## src/rtl/dr_sync_pkg.sv

```systemverilog
// Shared types and constants for the dual-rail to synchronous receiver.
// Codewords are packed as {rail1, rail0}.
package dr_sync_pkg;

    typedef enum logic [0:0] {
        ST_IDLE  = 1'b0,
        ST_ACKED = 1'b1
    } dr_state_e;

    localparam int SYNC_STAGES_MIN = 2;
    localparam int SYNC_STAGES_MAX = 3;

    localparam logic [1:0] DR_NEUTRAL = 2'b00;
    localparam logic [1:0] DR_D0      = 2'b01;
    localparam logic [1:0] DR_D1      = 2'b10;
    localparam logic [1:0] DR_ILLEGAL = 2'b11;

    // True for a codeword that carries exactly one data value.
    function automatic logic dr_is_token(input logic [1:0] cw);
        return (cw == DR_D0) || (cw == DR_D1);
    endfunction

endpackage

```

## src/rtl/dr_sync_rx_if.sv

```systemverilog
// Dual-rail input channel plus clocked valid/ready output stream.
// The receiver uses the slave modport; the sender/consumer side uses master.
interface dr_sync_rx_if;
    logic a_d0;
    logic a_d1;
    logic a_ack;
    logic z;
    logic z_valid;
    logic z_ready;
    logic err;

    modport slave (
        input  a_d0, a_d1, z_ready,
        output a_ack, z, z_valid, err
    );

    modport master (
        output a_d0, a_d1, z_ready,
        input  a_ack, z, z_valid, err
    );
endinterface

```

## src/rtl/dr_sync_chain.sv

```systemverilog
// Single-bit multi-flop synchronizer with asynchronous active-low reset.
module dr_sync_chain #(
    parameter int STAGES = 2
) (
    input  logic ck,
    input  logic rst_b,
    input  logic i_d,
    output logic o_q
);

    logic [STAGES-1:0] r_sync;

    // Shift the asynchronous input through the flop chain.
    always_ff @(posedge ck or negedge rst_b) begin
        if (!rst_b) begin
            r_sync <= {STAGES{1'b0}};
        end else begin
            r_sync <= {r_sync[STAGES-2:0], i_d};
        end
    end

    assign o_q = r_sync[STAGES-1];

endmodule

```

## src/rtl/dr_sync_rx.sv

```systemverilog
// Four-phase dual-rail receiver: synchronizes both rails, acknowledges each token
// into an inline FIFO and withholds acknowledge while full. Optional: DR_SYNC_RX_ERR_EN.
module dr_sync_rx
    import dr_sync_pkg::*;
#(
    parameter int DEPTH       = 4,
    parameter int SYNC_STAGES = 2
) (
    input  logic         ck,
    input  logic         rst_b,
    dr_sync_rx_if.slave  bus
);

    localparam int          AW        = $clog2(DEPTH);
    localparam logic [AW:0] FULL_CNT  = (AW+1)'(DEPTH);
    localparam logic [AW:0] ZERO_CNT  = (AW+1)'(0);
    localparam logic [AW:0] ONE_CNT   = (AW+1)'(1);
    localparam logic [AW-1:0] ONE_PTR = AW'(1);

    logic            w_s_d0;
    logic            w_s_d1;
    logic [1:0]      w_cw;
    dr_state_e       r_state;
    dr_state_e       w_state_nxt;
    logic            r_ack;
    logic            w_ack_nxt;
    logic            w_push;
    logic            w_pop;
    logic            w_full;
    logic            r_mem [DEPTH];
    logic [AW-1:0]   r_wr_ptr;
    logic [AW-1:0]   r_rd_ptr;
    logic [AW:0]     r_count;
    logic            r_last;

    dr_sync_chain #(.STAGES(SYNC_STAGES)) u_sync_d0 (
        .ck   (ck),
        .rst_b(rst_b),
        .i_d  (bus.a_d0),
        .o_q  (w_s_d0)
    );

    dr_sync_chain #(.STAGES(SYNC_STAGES)) u_sync_d1 (
        .ck   (ck),
        .rst_b(rst_b),
        .i_d  (bus.a_d1),
        .o_q  (w_s_d1)
    );

    assign w_cw   = {w_s_d1, w_s_d0};
    // Full check uses the registered count so a same-cycle pop frees a slot only next cycle.
    assign w_full = (r_count == FULL_CNT);
    assign w_pop  = (r_count != ZERO_CNT) && bus.z_ready;

    // Next-state, acknowledge and push decode for the four-phase handshake.
    always_comb begin
        w_state_nxt = r_state;
        w_ack_nxt   = r_ack;
        w_push      = 1'b0;
        case (r_state)
            ST_IDLE: begin
                if (dr_is_token(w_cw) && !w_full) begin
                    w_push      = 1'b1;
                    w_ack_nxt   = 1'b1;
                    w_state_nxt = ST_ACKED;
                end else begin
                    w_ack_nxt   = 1'b0;
                    w_state_nxt = ST_IDLE;
                end
            end
            ST_ACKED: begin
                if (w_cw == DR_NEUTRAL) begin
                    w_ack_nxt   = 1'b0;
                    w_state_nxt = ST_IDLE;
                end else begin
                    w_ack_nxt   = 1'b1;
                    w_state_nxt = ST_ACKED;
                end
            end
            default: begin
                w_ack_nxt   = 1'b0;
                w_state_nxt = ST_IDLE;
            end
        endcase
    end

    // Handshake state and acknowledge register.
    always_ff @(posedge ck or negedge rst_b) begin
        if (!rst_b) begin
            r_state <= ST_IDLE;
            r_ack   <= 1'b0;
        end else begin
            r_state <= w_state_nxt;
            r_ack   <= w_ack_nxt;
        end
    end

    // Storage array; stale contents are harmless because pointers and count gate every read.
    always_ff @(posedge ck) begin
        if (w_push) begin
            r_mem[r_wr_ptr] <= w_s_d1;
        end
    end

    // FIFO pointers, occupancy and the last-popped value shown while empty.
    always_ff @(posedge ck or negedge rst_b) begin
        if (!rst_b) begin
            r_wr_ptr <= {AW{1'b0}};
            r_rd_ptr <= {AW{1'b0}};
            r_count  <= ZERO_CNT;
            r_last   <= 1'b0;
        end else begin
            if (w_push) begin
                r_wr_ptr <= r_wr_ptr + ONE_PTR;
            end
            if (w_pop) begin
                r_rd_ptr <= r_rd_ptr + ONE_PTR;
                r_last   <= r_mem[r_rd_ptr];
            end
            case ({w_push, w_pop})
                2'b10:   r_count <= r_count + ONE_CNT;
                2'b01:   r_count <= r_count - ONE_CNT;
                default: r_count <= r_count;
            endcase
        end
    end

    assign bus.a_ack   = r_ack;
    assign bus.z_valid = (r_count != ZERO_CNT);
    assign bus.z       = (r_count != ZERO_CNT) ? r_mem[r_rd_ptr] : r_last;

`ifdef DR_SYNC_RX_ERR_EN
    logic r_err;

    // Sticky flag for a both-rails-high codeword seen on the synchronized rails.
    always_ff @(posedge ck or negedge rst_b) begin
        if (!rst_b) begin
            r_err <= 1'b0;
        end else if (w_cw == DR_ILLEGAL) begin
            r_err <= 1'b1;
        end else begin
            r_err <= r_err;
        end
    end

    assign bus.err = r_err;
`else
    assign bus.err = 1'b0;
`endif

endmodule

```

## src/flat_wrapper.sv

```systemverilog
// flat-port wrapper written by rule: the top's interface ports become plain ports
module dr_sync_rx_flat import dr_sync_pkg::*;
#(
    parameter int DEPTH       = 4,
    parameter int SYNC_STAGES = 2
)
  (ck, rst_b, bus_a_d0, bus_a_d1, bus_z_ready, bus_a_ack, bus_z, bus_z_valid, bus_err);
  dr_sync_rx_if bus_i ();
  input  logic ck;
  input  logic rst_b;
  input wire logic [$bits(bus_i.a_d0)-1:0] bus_a_d0;
  input wire logic [$bits(bus_i.a_d1)-1:0] bus_a_d1;
  input wire logic [$bits(bus_i.z_ready)-1:0] bus_z_ready;
  output wire logic [$bits(bus_i.a_ack)-1:0] bus_a_ack;
  output wire logic [$bits(bus_i.z)-1:0] bus_z;
  output wire logic [$bits(bus_i.z_valid)-1:0] bus_z_valid;
  output wire logic [$bits(bus_i.err)-1:0] bus_err;
  assign bus_i.a_d0 = bus_a_d0;
  assign bus_i.a_d1 = bus_a_d1;
  assign bus_i.z_ready = bus_z_ready;
  assign bus_a_ack = bus_i.a_ack;
  assign bus_z = bus_i.z;
  assign bus_z_valid = bus_i.z_valid;
  assign bus_err = bus_i.err;
  dr_sync_rx #(.DEPTH(DEPTH), .SYNC_STAGES(SYNC_STAGES)) u_core (.ck(ck), .rst_b(rst_b), .bus(bus_i));
endmodule
```

## config.mk

```make
export PLATFORM = sky130hd
export DESIGN_NAME = dr_sync_rx_flat
export DESIGN_NICKNAME = d
export VERILOG_FILES = /design/src/rtl/dr_sync_pkg.sv /design/src/rtl/dr_sync_rx_if.sv /design/src/rtl/dr_sync_chain.sv /design/src/rtl/dr_sync_rx.sv /design/src/flat_wrapper.sv
export SDC_FILE = /design/constraint.sdc
export NUM_CORES = 1
export LEC_CHECK = 0
export ABC_AREA = 1
export ABC_CLOCK_PERIOD_IN_PS = 2200
export CORE_UTILIZATION = 48
export CTS_BUF_LIST = sky130_fd_sc_hd__clkbuf_16
export DETAILED_ROUTE_END_ITERATION = 7
export GPL_TIMING_DRIVEN = 0
export PLACE_DENSITY = 0.79
export RECOVER_POWER = 25
export SLEW_MARGIN = 10
export SYNTH_ARGS = -nofsm -noshare
export SYNTH_HDL_FRONTEND = slang
export SYNTH_SLANG_ARGS = --single-unit
```

## constraint.sdc

```tcl
create_clock -name ck -period 2.2 [get_ports ck]
set_clock_uncertainty 0.15 [all_clocks]
set_input_delay 0.44 -clock ck [delete_from_list [all_inputs] [get_ports ck]]
set_output_delay 0.44 -clock ck [all_outputs]
set_load 0.01 [all_outputs]
```

## Word level (Yosys, flattened, before mapping)

Memories as Yosys holds them, arrays and structs flattened.
Index checks and enable logic that the tools add are counted.
Widths: inputs -> output; s select.

- $add $sub $neg: 4
- Equality and inequality tests: 5
- Bitwise logic cells: 1
- Muxes and demuxes: 8
- Reductions and logical operators: 7

Operator list:

| cell | number |
|---|---|
| $mux 1 | 6 |
| $pmux 3 s2 | 1 |
| $add 2x1->2 const B | 2 |
| $eq 2x1->1 const B | 2 |
| $eq 2x2->1 const B | 2 |
| $add 3x1->3 const B | 1 |
| $eq 3x3->1 const B | 1 |
| $reduce_bool 3->1 | 1 |
| $sub 3x1->3 const B | 1 |
| $logic_and 1x1->1 | 2 |
| $logic_not 2->1 | 1 |
| $pmux 1 s2 | 1 |
| $reduce_bool 2->1 | 1 |
| $logic_not 1->1 | 1 |
| $logic_or 1x1->1 | 1 |
| $not 1->1 | 1 |

- Flip-flop bits (word level): 13
- RAM bits: 4
- Input bits: 5
- Memories kept: 1

Memory list:

| memory | words | bits a word | read ports | clocked after Yosys merged registers in | wr ports | line | source |
|---|---|---|---|---|---|---|---|
| u_core.r_mem | 4 | 1 | 1 | 0 | 1 | dr_sync_rx.sv:30 | `logic r_mem [DEPTH];` |

## Logic depth before layout (Yosys ltp)

- Depth in word-level cells: 7
- Depth in mapped cells: 10
- Gate-level depth less buffers: 10

## By module

A second synthesis with hierarchy kept.

- Cell total of the unflattened synthesis: 83
- Area total of the unflattened synthesis: 847.1 µm²

Modules (own cells, without submodules):

| module | area an instance (µm²) | cells an instance | instances | sequential area each (µm²) |
|---|---|---|---|---|
| dr_sync_rx | 747.0 | 79 | 1 | 345.3 |
| dr_sync_chain | 50.0 | 2 | 2 | 50.0 |

## Worst setup path after synthesis

OpenSTA, ideal clock, no wires.

- Kind: register to register
- Start point: register u_core.u_sync_d1.r_sync[1]
- End point: register u_core.r_count[2]
- Setup time: 124 ps
- Clock period less this slack: 2003 ps
- Setup slack: 197 ps
- Stages on the path, launching flop included: 10
- Data required time: 1926 ps
- Data arrival time: 1729 ps
- Cells stage by stage: dfrtp_1 > inv_1 > ha_1 > nand3_4 > ha_1 > inv_1 > fa_1 > nand2_1 > nand3_1 > xor2_1

- Longest elaborated chain between the ends: 7
- Elaborated cells between the ends (all ways): 10
- Those cells by class: eq/ne (4); mux (3); reduce/logical (3)

RTL lines:

| what | line | source |
|---|---|---|
| start, declared | dr_sync_chain.sv:11 | `logic [STAGES-1:0] r_sync;` |
| start signal, assigned | dr_sync_chain.sv:16 | `r_sync <= {STAGES{1'b0}};` |
| start signal, assigned | dr_sync_chain.sv:18 | `r_sync <= {r_sync[STAGES-2:0], i_d};` |
| $eq 2x1->1 or $eq 2x2->1 (tied branches) | dr_sync_pkg.sv:20 | `return (cw == DR_D0) \|\| (cw == DR_D1);` |
| $logic_or 1x1->1 (*) | dr_sync_pkg.sv:20 |  |
| $logic_and 1x1->1 (*) | dr_sync_rx.sv:62 | `if (dr_is_token(w_cw) && !w_full) begin` |
| $mux 1 (*) | dr_sync_rx.sv:62 |  |
| $mux 1 (*) | dr_sync_rx.sv:60 | `case (r_state)` |
| $eq 2x1->1 or $eq 2x2->1 (tied branches) | dr_sync_rx.sv:120 | `case ({w_push, w_pop})` |
| $pmux 3 s2 or $reduce_bool 2->1 (tied branches) | - |  |
| end signal, assigned | dr_sync_rx.sv:121 | `2'b10: r_count <= r_count + ONE_CNT;` |
| end signal, assigned | dr_sync_rx.sv:122 | `2'b01: r_count <= r_count - ONE_CNT;` |
| end signal, assigned | dr_sync_rx.sv:123 | `default: r_count <= r_count;` |
| end, declared | dr_sync_rx.sv:33 | `logic [AW:0] r_count;` |

Mark *: on every way between the ends. The rest lies on a longest branch, timed or not.
A chain may end at the register's enable or synchronous reset.

## Worst setup path after layout

Same ends and word-level chain as after synthesis.

==> flow_metrics.py <==
metrics = {
    "status": {
        "outcome": "complete, no violations",
    },
    "grt": {
        "track_usage_pct": 16.03,
        "grt_overflow": 0,
        "antenna_found_initial": 0,
        "grt_first_pass_wirelength_um": 2104,
        "grt_pass1_vias": 514,
        "grt_max_degree": 14,
    },
    "clocking": {
        "clkLatencyLatePin_ns": 0.25,
        "clkTransAtPathRegs_ns": 0.05,
        "htree_levels": 1,
        "clockBufferDepth": 2,
        "cts_tree": "yes",
        "cts_root_buffer": "clkbuf_16",
        "postCtsHoldBufs": 0,
        "numCtsBuffers": 3,
        "cts_sinks": 17,
    },
    "drt": {
        "ant_nets": 0,
        "drt_iter0_drc": 15,
        "finalWirelength_um": 1301,
        "dr.pass1.iters": 6,
        "wl_per_cell_um": 11.72,
        "route.vias.total": 537,
        "post-route-drc-count": 0,
        "viasPerCell": 4.838,
    },
    "critical_path": {
        "crit_path_end_kind": "flip-flop",
        "slowest_stage": "dfrtp_1",
        "required_ns": 2.18,
        "cp.arrival_ns": 2.01,
        "cp_max_fo": 8,
        "cpPeakStageDelay_ns": 0.40,
        "setup.worst_path.start_class": "flip-flop",
        "path_class": "flip-flop to flip-flop",
        "path_cells": "inv_2 > ha_4 > nand3_4 > ha_2 > inv_1 > fa_1 > nand2_1 > nand3_1 > xor2_1",
    },
    "power": {
        "power.share.clock_pct": 25.0,
        "swShare_pct": 36.44,
        "leakage_nw": 0.5125,
        "sequentialPowerShare_pct": 35.0,
        "peakVddDrop_mv": 0.7925,
        "p_switching_uw": 538.8,
        "power_mw": 1.479,
        "p_per_area_nw_per_um2": 1407,
        "pwr-share-comb_pct": 40.0,
        "p_int_uw": 939.8,
    },
    "floorplan": {
        "die_h_um": 44.01,
        "io_pins": 9,
        "die_x_um": 44.01,
        "die_area_um2": 1937,
        "core-area_um2": 1577,
        "initial_core_util_pct": 53.73,
        "rows": 14,
    },
    "synthesis": {
        "synth-async-reset-ratio_pct": 76.47,
        "synth_flop_cell": "dfrtp_1",
        "synth_warnings": 0,
        "synthTopCellsByArea": "dfrtp_1, edfxtp_1, ha_1, inv_1, nand2_1",
        "synth_most_common_cell": "inv_1",
        "synth-edff-count": 4,
        "postSynthAreaPerCell_um2": 10.21,
        "synth_common_cells": "inv_1, nand2_1, dfrtp_1",
        "yosys.area.top_type_share_pct": 38.40,
        "synth_area_um2": 847.1,
        "yosys.area.top_type": "dfrtp_1",
        "ys_seq_area_share_pct": 52.58,
        "ys_types": 21,
        "synth_nets": 95,
        "syn_inst": 83,
        "ys_seq_elements": 17,
    },
    "timing": {
        "fmax_mhz": 491.9,
        "fin_ws_ns": 0.1670,
        "worst_slew_pin_slew_ns": 0.5861,
        "period_share_pct": 92.41,
        "finalHoldViolations": 0,
        "slew_headroom_pct": 60.81,
        "setup_viol": 0,
        "fin_crit_ns": 2.033,
        "slew_violations": 0,
    },
    "placement": {
        "dp_hpwl_um": 876,
        "io_buffers": 7,
        "gp_congestion": 0.7863,
        "dp_slack_ns": -0.2511,
    },
    "layout": {
        "diodes": 0,
        "drive_gt1_share_pct": 17.89,
        "nets": 108,
        "fillCellCount": 117,
        "multi_input_area_um2": 349.1,
        "fin_util_pct": 66.67,
        "seqCellArea_um2": 445.4,
        "syn_to_final_growth_pct": 24.08,
    },
    "min_path": {
        "hold_class": "flip-flop to flip-flop",
    },
    "run": {
        "maxCapViolCount": 0,
    },
}
[power groups by stage]
| stage | Combinational (mW) | Sequential [mW] | Clock [mW] |
|---|---|---|---|
| floorplan | 0.409 | 0.506 | 0 |
| global placement | 0.539 | 0.514 | 0 |
| detailed placement | 0.561 | 0.517 | 0 |
| CTS | 0.568 | 0.516 | 0.377 |
| global route | 0.679 | 0.530 | 0.389 |
| finish | 0.591 | 0.518 | 0.370 |
[cell type report]
cell class	count	area share [%]
flip-flops and latches	17	42.38
multi-input cells	48	33.21
repair buffers	8	7.857
clock buffers	3	7.143
inverters	17	6.071
well taps	16	1.905
clock inverters	1	0.7143
plain buffers	1	0.7143
[cell families after synthesis]
group,synth area share [%]
XOR/XNOR,5.023
other,0.4427
adder cells (fa/ha/maj),11.23
AND/OR/NAND/NOR,19.94
buffers and inverters,8.420
AO/OA/AOI/OAI,2.362
flip-flops,52.59
[routing by layer]
metal	wire length, um	part of all wire (%)	track usage, %	vias up
met5	0	0	0	-
met4	19	1.5	5.455	0
met3	70	5.4	7.347	3
met2	634	49	25.88	12
met1	578	44	18.97	242
li1	-	-	-	280
[layout by cell type (no fill, tap or decap)]
master	instances
ha_4	1
nand3b_1	1
nand2_2	2
conb_1	1
clkinvlp_4	1
dlygate4sd3_1	2
xor2_2	1
nand4_1	2
xnor2_1	2
dfrtp_1	13
nor2_1	4
ha_2	1
edfxtp_1	4
ha_1	4
inv_1	15
nand2_1	15
fa_1	1
nand3_4	1
o21ai_0	3
buf_4	2
inv_2	2
nand2_4	1
dlymetal6s2s_1	2
a21oi_2	1
clkdlybuf4s50_1	3
nand3_1	5
xor2_1	1
nor2_4	1
clkbuf_16	3
[path summary, 6_finish.rpt]
check                                                          start                                   end  slack (ns)  cells past startpoint
max in group asynchronous                                      rst_b        u_core.r_wr_ptr[1]$_DFFE_PN0P_        1.10                      1
worst min register to register  u_core.u_sync_d0.r_sync[0]$_DFF_PN0_  u_core.u_sync_d0.r_sync[1]$_DFF_PN0_        0.21                      0
worst max-delay path            u_core.u_sync_d1.r_sync[1]$_DFF_PN0_         u_core.r_count[2]$_DFFE_PN0P_        0.17                      9
worst max register to register  u_core.u_sync_d1.r_sync[1]$_DFF_PN0_         u_core.r_count[2]$_DFFE_PN0P_        0.17                      9
worst min-delay path            u_core.u_sync_d0.r_sync[0]$_DFF_PN0_  u_core.u_sync_d0.r_sync[1]$_DFF_PN0_        0.21                      0
min in group asynchronous                                      rst_b         u_core.r_count[2]$_DFFE_PN0P_        0.41                      1
[per-stage QoR]
| step | area [um^2] | setup TNS (ns) | instances | hold slack, ns |
|---|---|---|---|---|
| 5_1_grt | 1051 | -0.001334 | 111 | 0.2219 |
| 3_3_place_gp | 937.1 | -0.3377 | 106 | 0.1840 |
| 6_report | 1051 | 0 | 111 | 0.2114 |
| 2_1_floorplan | 847.1 | 0 | 83 | -0.005591 |
| 3_5_place_dp | 937.1 | -0.3574 | 106 | 0.1879 |
| 4_1_cts | 1020 | 0 | 110 | 0.2138 |
[state kept, by name (all words and copies together), names as in the netlist]
register / flops
u_core.r_mem: 4
u_core.r_count: 3
u_core.r_rd_ptr: 2
u_core.r_wr_ptr: 2
u_core.u_sync_d0.r_sync: 2
u_core.u_sync_d1.r_sync: 2
u_core.r_last: 1
u_core.r_state: 1
[worst max-delay path: cells and delay by family, from the launching register on]
family | cells | cell delay (ns)
DFF | 1 | 0.40
adders and majority gates | 3 | 0.82
xor gates and xnor gates | 1 | 0.14
buffers and inverters | 2 | 0.12
and+or+nand+nor | 3 | 0.28
[repair_timing]
action / in CTS / in global routing
gates cloned: 0 / 0
gates resized for setup: 1 / 6
setup endpoints to repair: 1 / 2
setup buffers: 0 / 1
Note: power is estimated with default switching activity, not from simulation.
